<file path="src/rtl/bram_stream_reader_pkg.sv">
// Shared definitions for the block-RAM stream reader: default widths,
// FSM encoding and the read-issue room test.
package bram_stream_reader_pkg;

  localparam int DEF_ADDR_W = 16;
  localparam int DEF_DATA_W = 16;

  typedef enum logic [1:0] {
    S_IDLE  = 2'd0,
    S_RUN   = 2'd1,
    S_DRAIN = 2'd2
  } state_t;

  // A read may be issued when the words already owed to the FIFO (stored plus
  // the one in the RAM pipeline) leave a free slot, or a pop frees one this clk.
  function automatic logic fifo_has_room(input logic [1:0] cnt,
                                         input logic       pend,
                                         input logic       pop);
    return ((({1'b0, cnt}) + {2'b00, pend}) < 3'd2) || pop;
  endfunction

endpackage

</file>
<file path="src/rtl/bram_rd_fifo.sv">
// Two-entry first-word-fall-through FIFO sitting between the RAM read port
// and the output stream. The head word is always visible on pop_data.
module bram_rd_fifo
  import bram_stream_reader_pkg::*;
#(
  parameter int DATA_W = DEF_DATA_W
) (
  input  logic              clk,
  input  logic              rst,
  input  logic              push,
  input  logic [DATA_W-1:0] push_data,
  input  logic              pop,
  output logic [DATA_W-1:0] pop_data,
  output logic [1:0]        count
);

  logic [DATA_W-1:0] mem_reg [2];
  logic              wr_ptr_reg;
  logic              rd_ptr_reg;
  logic [1:0]        count_reg;

  // Storage, pointers and occupancy; a simultaneous push and pop keep the count.
  always_ff @(posedge clk or posedge rst) begin
    if (rst) begin
      mem_reg[0] <= '0;
      mem_reg[1] <= '0;
      wr_ptr_reg <= 1'b0;
      rd_ptr_reg <= 1'b0;
      count_reg  <= 2'd0;
    end else begin
      if (push) begin
        mem_reg[wr_ptr_reg] <= push_data;
        wr_ptr_reg          <= ~wr_ptr_reg;
      end
      if (pop) begin
        rd_ptr_reg <= ~rd_ptr_reg;
      end
      case ({push, pop})
        2'b10:   count_reg <= count_reg + 2'd1;
        2'b01:   count_reg <= count_reg - 2'd1;
        default: count_reg <= count_reg;
      endcase
    end
  end

  assign pop_data = mem_reg[rd_ptr_reg];
  assign count    = count_reg;

endmodule

</file>
<file path="src/rtl/bram_stream_reader.sv">
// Streams LEN consecutive words out of a single-port block RAM as a
// valid/ready stream. The RAM's one-clock read latency is hidden by a
// two-entry FIFO, so the stream runs at one word per clock when not stalled.
module bram_stream_reader
  import bram_stream_reader_pkg::*;
#(
  parameter int ADDR_W = DEF_ADDR_W,
  parameter int DATA_W = DEF_DATA_W
) (
  input  logic              clk,
  input  logic              rst,
  input  logic              start,
  input  logic [ADDR_W-1:0] base_addr,
  input  logic [ADDR_W-1:0] len,
  output logic              busy,
  output logic              done,
  output logic              ram_en,
  output logic              ram_we,
  output logic [ADDR_W-1:0] ram_addr,
  input  logic [DATA_W-1:0] ram_dout,
  output logic [DATA_W-1:0] m_data,
  output logic              m_valid,
  output logic              m_last,
  input  logic              m_ready
);

  localparam logic [ADDR_W-1:0] ONE = ADDR_W'(1);

  state_t            state_reg, state_next;
  logic [ADDR_W-1:0] addr_reg;
  logic [ADDR_W-1:0] last_addr_reg;
  logic [ADDR_W-1:0] issue_cnt_reg;
  logic [ADDR_W-1:0] out_cnt_reg;
  logic              pend_reg;
  logic              done_reg;
  logic              done_next;
  logic              issue;
  logic              accept;
  logic              start_run;
  logic [1:0]        fifo_cnt;

  assign m_valid   = (fifo_cnt != 2'd0);
  assign accept    = m_valid & m_ready;
  assign start_run = (state_reg == S_IDLE) & start & (len != '0);

  // FSM state register.
  always_ff @(posedge clk or posedge rst) begin
    if (rst) begin
      state_reg <= S_IDLE;
    end else begin
      state_reg <= state_next;
    end
  end

  // Next state: run until the last read is issued, then drain until the last word leaves.
  always_comb begin
    state_next = state_reg;
    case (state_reg)
      S_IDLE:  if (start_run) state_next = S_RUN;
      S_RUN:   if (issue && (issue_cnt_reg == ONE)) state_next = S_DRAIN;
      S_DRAIN: if (accept && (out_cnt_reg == ONE)) state_next = S_IDLE;
      default: state_next = S_IDLE;
    endcase
  end

  // FSM outputs: busy, read issue and the completion strobe to be registered.
  always_comb begin
    busy      = 1'b0;
    issue     = 1'b0;
    done_next = 1'b0;
    case (state_reg)
      S_IDLE: begin
        done_next = start & (len == '0);
      end
      S_RUN: begin
        busy  = 1'b1;
        issue = (issue_cnt_reg != '0) && fifo_has_room(fifo_cnt, pend_reg, accept);
      end
      S_DRAIN: begin
        busy      = 1'b1;
        done_next = accept & (out_cnt_reg == ONE);
      end
      default: begin
        busy = 1'b0;
      end
    endcase
  end

  // Address and word counters: loaded on an accepted start, stepped per issue / per accepted word.
  always_ff @(posedge clk or posedge rst) begin
    if (rst) begin
      addr_reg      <= '0;
      last_addr_reg <= '0;
      issue_cnt_reg <= '0;
      out_cnt_reg   <= '0;
    end else if (start_run) begin
      addr_reg      <= base_addr;
      issue_cnt_reg <= len;
      out_cnt_reg   <= len;
    end else begin
      if (issue) begin
        addr_reg      <= addr_reg + ONE;
        last_addr_reg <= addr_reg;
        issue_cnt_reg <= issue_cnt_reg - ONE;
      end
      if (accept) begin
        out_cnt_reg <= out_cnt_reg - ONE;
      end
    end
  end

  // Pending flag marks that the RAM output must be captured on the very next edge; done is registered.
  always_ff @(posedge clk or posedge rst) begin
    if (rst) begin
      pend_reg <= 1'b0;
      done_reg <= 1'b0;
    end else begin
      pend_reg <= issue;
      done_reg <= done_next;
    end
  end

  bram_rd_fifo #(
    .DATA_W(DATA_W)
  ) u_fifo (
    .clk      (clk),
    .rst      (rst),
    .push     (pend_reg),
    .push_data(ram_dout),
    .pop      (accept),
    .pop_data (m_data),
    .count    (fifo_cnt)
  );

  // The RAM address shows the issued address while enabled and otherwise holds the last one.
  assign ram_en   = issue;
  assign ram_we   = 1'b0;
  assign ram_addr = issue ? addr_reg : last_addr_reg;
  assign done     = done_reg;
  assign m_last   = m_valid & (out_cnt_reg == ONE);

endmodule
</file>
<file path="config.mk">
export PLATFORM = sky130hd
export DESIGN_NAME = bram_stream_reader
export DESIGN_NICKNAME = d
export VERILOG_FILES = /design/src/rtl/bram_stream_reader_pkg.sv /design/src/rtl/bram_rd_fifo.sv /design/src/rtl/bram_stream_reader.sv
export SDC_FILE = /design/constraint.sdc
export NUM_CORES = 1
export LEC_CHECK = 0
export CAP_MARGIN = 20
export CORE_MARGIN = 2
export CORE_UTILIZATION = 50
export DETAILED_ROUTE_END_ITERATION = 7
export PLACE_DENSITY = 0.82
export SYNTH_ARGS = -nofsm -noshare
export SYNTH_HDL_FRONTEND = slang
export SYNTH_SLANG_ARGS = --single-unit
</file>
<file path="constraint.sdc">
create_clock -name clk -period 5.01 [get_ports clk]
set_clock_uncertainty 0.05 [all_clocks]
set_input_delay 1.002 -clock clk [delete_from_list [all_inputs] [get_ports clk]]
set_output_delay 1.002 -clock clk [all_outputs]
set_load 0.01 [all_outputs]
</file>
# Word level (Yosys, flattened, before mapping)
# Cells that the tools add are included.
word_totals:
  wordCells: 77
  input_bits: 52
  ff_bits: 104
  output_inout_bits: 38
classes:
  n_lt_le_gt_ge: 4
  n_reduce_logical: 15
  n_eq_ne: 9
  add_sub_neg: 6
  n_bitwise: 10
  muxes: 21
ops:
  columns: ["cell", "count"]
  rows:
  - ["2-to-1 mux 16 bit", 11]
  - ["bitwise mux 32 bit", 1]
  - ["== test 16 x 1 -> 1 bit, second input constant", 2]
  - ["nonzero test 16 bit", 2]
  - ["subtractor 16 x 1 -> 16 bit, second input constant", 2]
  - ["adder 16 x 1 -> 16 bit, second input constant", 1]
  - ["demux 16 bit (select 1 bit)", 1]
  - ["zero test 16 bit", 1]
  - ["nonzero test 2 bit", 4]
  - ["AND 1 bit", 6]
  - ["2-to-1 mux 2 bit", 3]
  - ["inequality test 2 bit, second input constant", 3]
  - ["one-hot mux 2 bit (3 select lines)", 1]
  - ["== test 2 x 1 -> 1 bit, second input constant", 2]
  - ["== test 2 bit, second input constant", 2]
  - ["greater-or-equal comparator 2 bit, second input constant", 2]
  - ["logical AND 1 bit", 4]
  - ["NOT 1 -> 2 bit", 2]
  - ["one-hot mux 2 bit (2 select lines)", 1]
  - ["adder 2 x 1 -> 3 bit", 1]
  - ["less-than comparator 3 x 2 -> 1 bit, second input constant", 1]
  - ["AND reduction 3 bit", 1]
  - ["adder 2 x 1 -> 2 bit, second input constant", 1]
  - ["zero test 2 bit", 1]
  - ["other kinds (7)", 9]

# Logic depth before layout (Yosys ltp)
depth:
  depth_word: 8
  mapped_depth: 9
  ltp_nobuf: 7

# By module
# A second synthesis with hierarchy kept.
hier_totals:
  hier_cells: 516
  area_unflattened_um2: 5422.7
modules_own_cells:
  columns: ["module", "area_per_inst_um2", "n_inst", "cells_each", "seq_area_each_um2"]
  rows:
  - ["bram_stream_reader", 3811.2, 1, 416, 1701.6]
  - ["bram_rd_fifo", 1611.5, 1, 100, 900.9]

# Least setup slack after synthesis
# OpenSTA, ideal clock, no wires.
synth_timing:
  path_kind: "input -> output"
  start: "input port m_ready"
  end: "output port ram_addr[0]"
  path_buffers: 2
  path_stages: 5
  setup_slack_ns: 1.490
  t_arrival_ns: 2.468
  required_time_ns: 3.958
  cell_sequence: "o21ai_0 a21oi_1 clkbuf_1 buf_1 mux2_2"
synth_between:
  elab_chain_cells: 5
synth_rtl:
  columns: ["item", "line_no", "rtl"]
  rows:
  - ["from (decl)", "bram_stream_reader.sv:24", "input logic m_ready"]
  - ["AND 1 bit", "bram_stream_reader.sv:43", "assign accept = m_valid & m_ready;"]
  - ["logical OR 1 bit", "bram_stream_reader_pkg.sv:19", "return ((({1'b0, cnt}) + {2'b00, pend}) < 3'd2) || pop;"]
  - ["logical AND 1 bit", "bram_stream_reader.sv:77", "issue = (issue_cnt_reg != '0) && fifo_has_room(fifo_cnt, pend_reg, accept);"]
  - ["2-to-1 mux 1 bit", "bram_stream_reader.sv:71", "case (state_reg)"]
  - ["named net ram_en", "bram_stream_reader.sv:17", "output logic ram_en,"]
  - ["2-to-1 mux 16 bit", null, null]
  - ["to (decl)", "bram_stream_reader.sv:19", "output logic [ADDR_W-1:0] ram_addr,"]
# The timed path passes the listed nets, and every way through them passes these cells.

# Worst setup path in the final report
layout_timing:
  start: "input port m_ready"
  end: "output port ram_addr[1]"
layout_between:
  elab_chain_cells: 5
layout_rtl:
  columns: ["item", "line_no"]
  rows:
  - ["AND 1 bit", "bram_stream_reader.sv:43"]
  - ["logical OR 1 bit", "bram_stream_reader_pkg.sv:19"]
  - ["logical AND 1 bit", "bram_stream_reader.sv:77"]
  - ["2-to-1 mux 1 bit", "bram_stream_reader.sv:71"]
  - ["2-to-1 mux 16 bit", null]
# Every way passes these cells.

==> flow_metrics.py <==
metrics = {
    "drt": {
        "drt-initial-drc-count": 251,
        "wl_per_cell_um": 17.2,
        "detail_route.first_pass.iterations": 4,
        "vias_per_cell": 5.78,
        "route.detailed.drc": 0,
        "drt-total-wl_mm": 12.1,
        "drtAntennaViolNets": 0,
        "vias": 4088,
    },
    "pwr": {
        "p_leak_nw": 2.55,
        "p_clk_frac": 0.126,
        "vdd_drop_max_v": 0.000342,
        "pwr_density_cell_nw_per_um2": 613,
        "comb_power_share": 0.469,
        "swShare": 0.358,
        "p_total_mw": 4.05,
        "power_switching_mw": 1.45,
        "internal-power_mw": 2.60,
        "seqPwrFrac": 0.405,
    },
    "placed_design": {
        "io_buffers": 88,
        "place_hpwl_mm": 8.68,
        "placed_cells": 692,
        "dp_slack_ns": 0.606,
        "gp_congestion": 0.863,
    },
    "floorplanning": {
        "core_um2": 10400,
        "rows": 37,
        "ios": 90,
        "start_util": 0.517,
        "die_area_um2": 11600,
        "die_h_um": 108,
        "dieWidth_um": 108,
    },
    "timing": {
        "timing.hold.ws_ns": 0.438,
        "rsz0062_at_grt": "no",
        "period_share": 0.887,
        "final.setup.tns_ns": 0,
        "layout_setup_ws_ns": 0.568,
        "max_slew_margin": 0.376,
        "slew_violations": 0,
        "hold_violations": 0,
        "max_freq_ghz": 0.225,
        "fin_crit_ns": 4.44,
        "setup_viol_count_final": 0,
        "tightest_slew_ns": 0.928,
    },
    "worst_setup_path": {
        "crit_top_cell": "clkdlybuf4s50_1",
        "critPathLaunchType": "input port",
        "worstSetupPathType": "input port to primary output",
        "rr_worst_depth": 9,
        "cp-end-kind": "primary output",
        "cpLargestDelayFamily": "buffers and inverters",
        "cp_data_required_time_ns": 3.96,
        "critPathBufInv": 3,
        "cpPeakStageDelay_ns": 0.65,
        "crit_chain": "clkdlybuf4s50_1, o21ai_0, a21oi_2, buf_4, mux2_2, clkdlybuf4s50_1",
        "cp_num_cells": 6,
        "arrival_ns": 3.39,
        "path_max_fanout": 12,
        "slowest_stage": "clkdlybuf4s50_1",
    },
    "clock_network": {
        "hold_buffers": 0,
        "post-cts-setup-buffer-count": 0,
        "clk_latency_ns": 0.37,
        "htreeDepth": 3,
        "cts.repair.resized": 0,
        "clkTransAtPathRegs_ns": 0.09,
        "cts_buffer_depth": 2,
        "cts_sinks": 104,
        "cts_buffers": 9,
        "cts_tree": "built",
        "root_buffer": "clkbuf_8",
    },
    "synth": {
        "synthesis.area_um2": 5360,
        "synth_edf_count": 0,
        "ys_top_cells_by_area": "dfrtp_1, mux2_2, xnor2_1",
        "ys_warn_count": 0,
        "synth-async-reset-ratio": 1.00,
        "synth_cell_type_count": 51,
        "synth_nets": 548,
        "ys_ff_latch": 104,
        "synth_area_per_cell_um2": 11.0,
        "synthCells": 486,
        "synth_top_area_frac": 0.485,
        "synth_area_leader_cell": "dfrtp_1",
        "yosysSeqAreaShare": 0.485,
        "ys.flop_type": "dfrtp_1",
    },
    "grt": {
        "grt_first_pass_wirelength_mm": 19.9,
        "antenna_found_initial": 0,
        "overflow": 0,
        "grt_pass1_vias": 4133,
        "grt_usage": 0.217,
        "grt_max_degree": 83,
    },
    "layout": {
        "drive_gt1_frac": 0.203,
        "largest_reg_flops": 32,
        "fillers": 844,
        "diodes": 0,
        "nets": 630,
        "area_growth_pct": 23.1,
        "fin_cells": 707,
        "final_cell_mix": "dfrtp_1, clkdlybuf4s50_1, mux2_2",
        "final_common_cell": "dfrtp_1",
    },
    "run": {
        "max_cap_violations": 0,
    },
    "min_path": {
        "hold_depth": 1,
        "hold_path.class": "register to register",
    },
    "status": {
        "status": "complete, no violations",
    },
}
[kinds of logic (layout without fill, tap and decap cells)]
group | count (synthesis) | count (layout) | synth area share
other | 1 | 1 | 0.000699
buffers and inverters | 39 | 124 | 0.0285
and+or+nand+nor | 122 | 122 | 0.121
xor gates and xnor gates | 40 | 40 | 0.0653
DFF | 104 | 104 | 0.485
AOI/OAI and AO/OA | 87 | 87 | 0.102
muxes | 83 | 83 | 0.174
adders and majority gates | 10 | 10 | 0.0233
[cell usage after synthesis, types with 5 or more instances]
master and number:
dfrtp_1 104, mux2_2 81, a21oi_1 37, xnor2_1 30, nor2_1 29, nand2_1 28, clkbuf_1 19, nor4_1 15
o21ai_0 14, inv_1 13, a211oi_1 12, ha_1 10, xor2_1 10, nand3_1 7, nor3_1 7, a2111oi_0 5
and3_1 5, and4_1 5, nand4_1 5
[through the flow]
step	cell area [um^2]	util
global placement	6390	0.616
CTS	6570	0.634
detailed placement	6390	0.616
finish	6600	0.636
global route	6600	0.636
floorplan	5360	-
[layer usage]
layer / routed length, um / up-vias / GRT usage / part of all wire
li1: - / 1923 / - / -
met1: 5230 / 2017 / 0.282 / 0.43
met2: 6040 / 132 / 0.365 / 0.50
met3: 678 / 16 / 0.0448 / 0.056
met4: 188 / 0 / 0.0650 / 0.015
met5: 0 / - / 0 / 0
[final timing paths]
path                                               start                            end  slack, ns
max                                              m_ready                    ram_addr[1]       0.57
min                        u_fifo.wr_ptr_reg$_DFFE_PP0P_  u_fifo.wr_ptr_reg$_DFFE_PP0P_       0.44
max reg2reg                 issue_cnt_reg[0]$_DFFE_PP0P_   last_addr_reg[4]$_DFFE_PP0N_       1.84
min reg2reg                u_fifo.wr_ptr_reg$_DFFE_PP0P_  u_fifo.wr_ptr_reg$_DFFE_PP0P_       0.44
max in group asynchronous                            rst  last_addr_reg[15]$_DFFE_PP0N_       3.05
min in group asynchronous                            rst    out_cnt_reg[12]$_DFFE_PP0P_       0.88
[power groups by stage]
stage / Combinational (mW) / Clock, mW / Sequential, mW
final: 1.90 / 0.512 / 1.64
after floorplan: 1.29 / 0 / 1.51
after CTS: 1.91 / 0.520 / 1.63
after detailed placement: 1.90 / 0 / 1.65
after global routing: 2.07 / 0.562 / 1.70
after global placement: 1.85 / 0 / 1.61
[area by class of cell]
class                      instances  area [um^2]  area share
multi-input combinational        343         2630       0.398
sequential                       104         2600       0.394
timing repair buffer              97          968       0.147
tap                              136          170      0.0258
clock buffer                       9          124      0.0188
clock inverter                     5         58.8     0.00891
inverter                          13         51.3     0.00777
No activity file was read; power rests on OpenSTA's default activity.
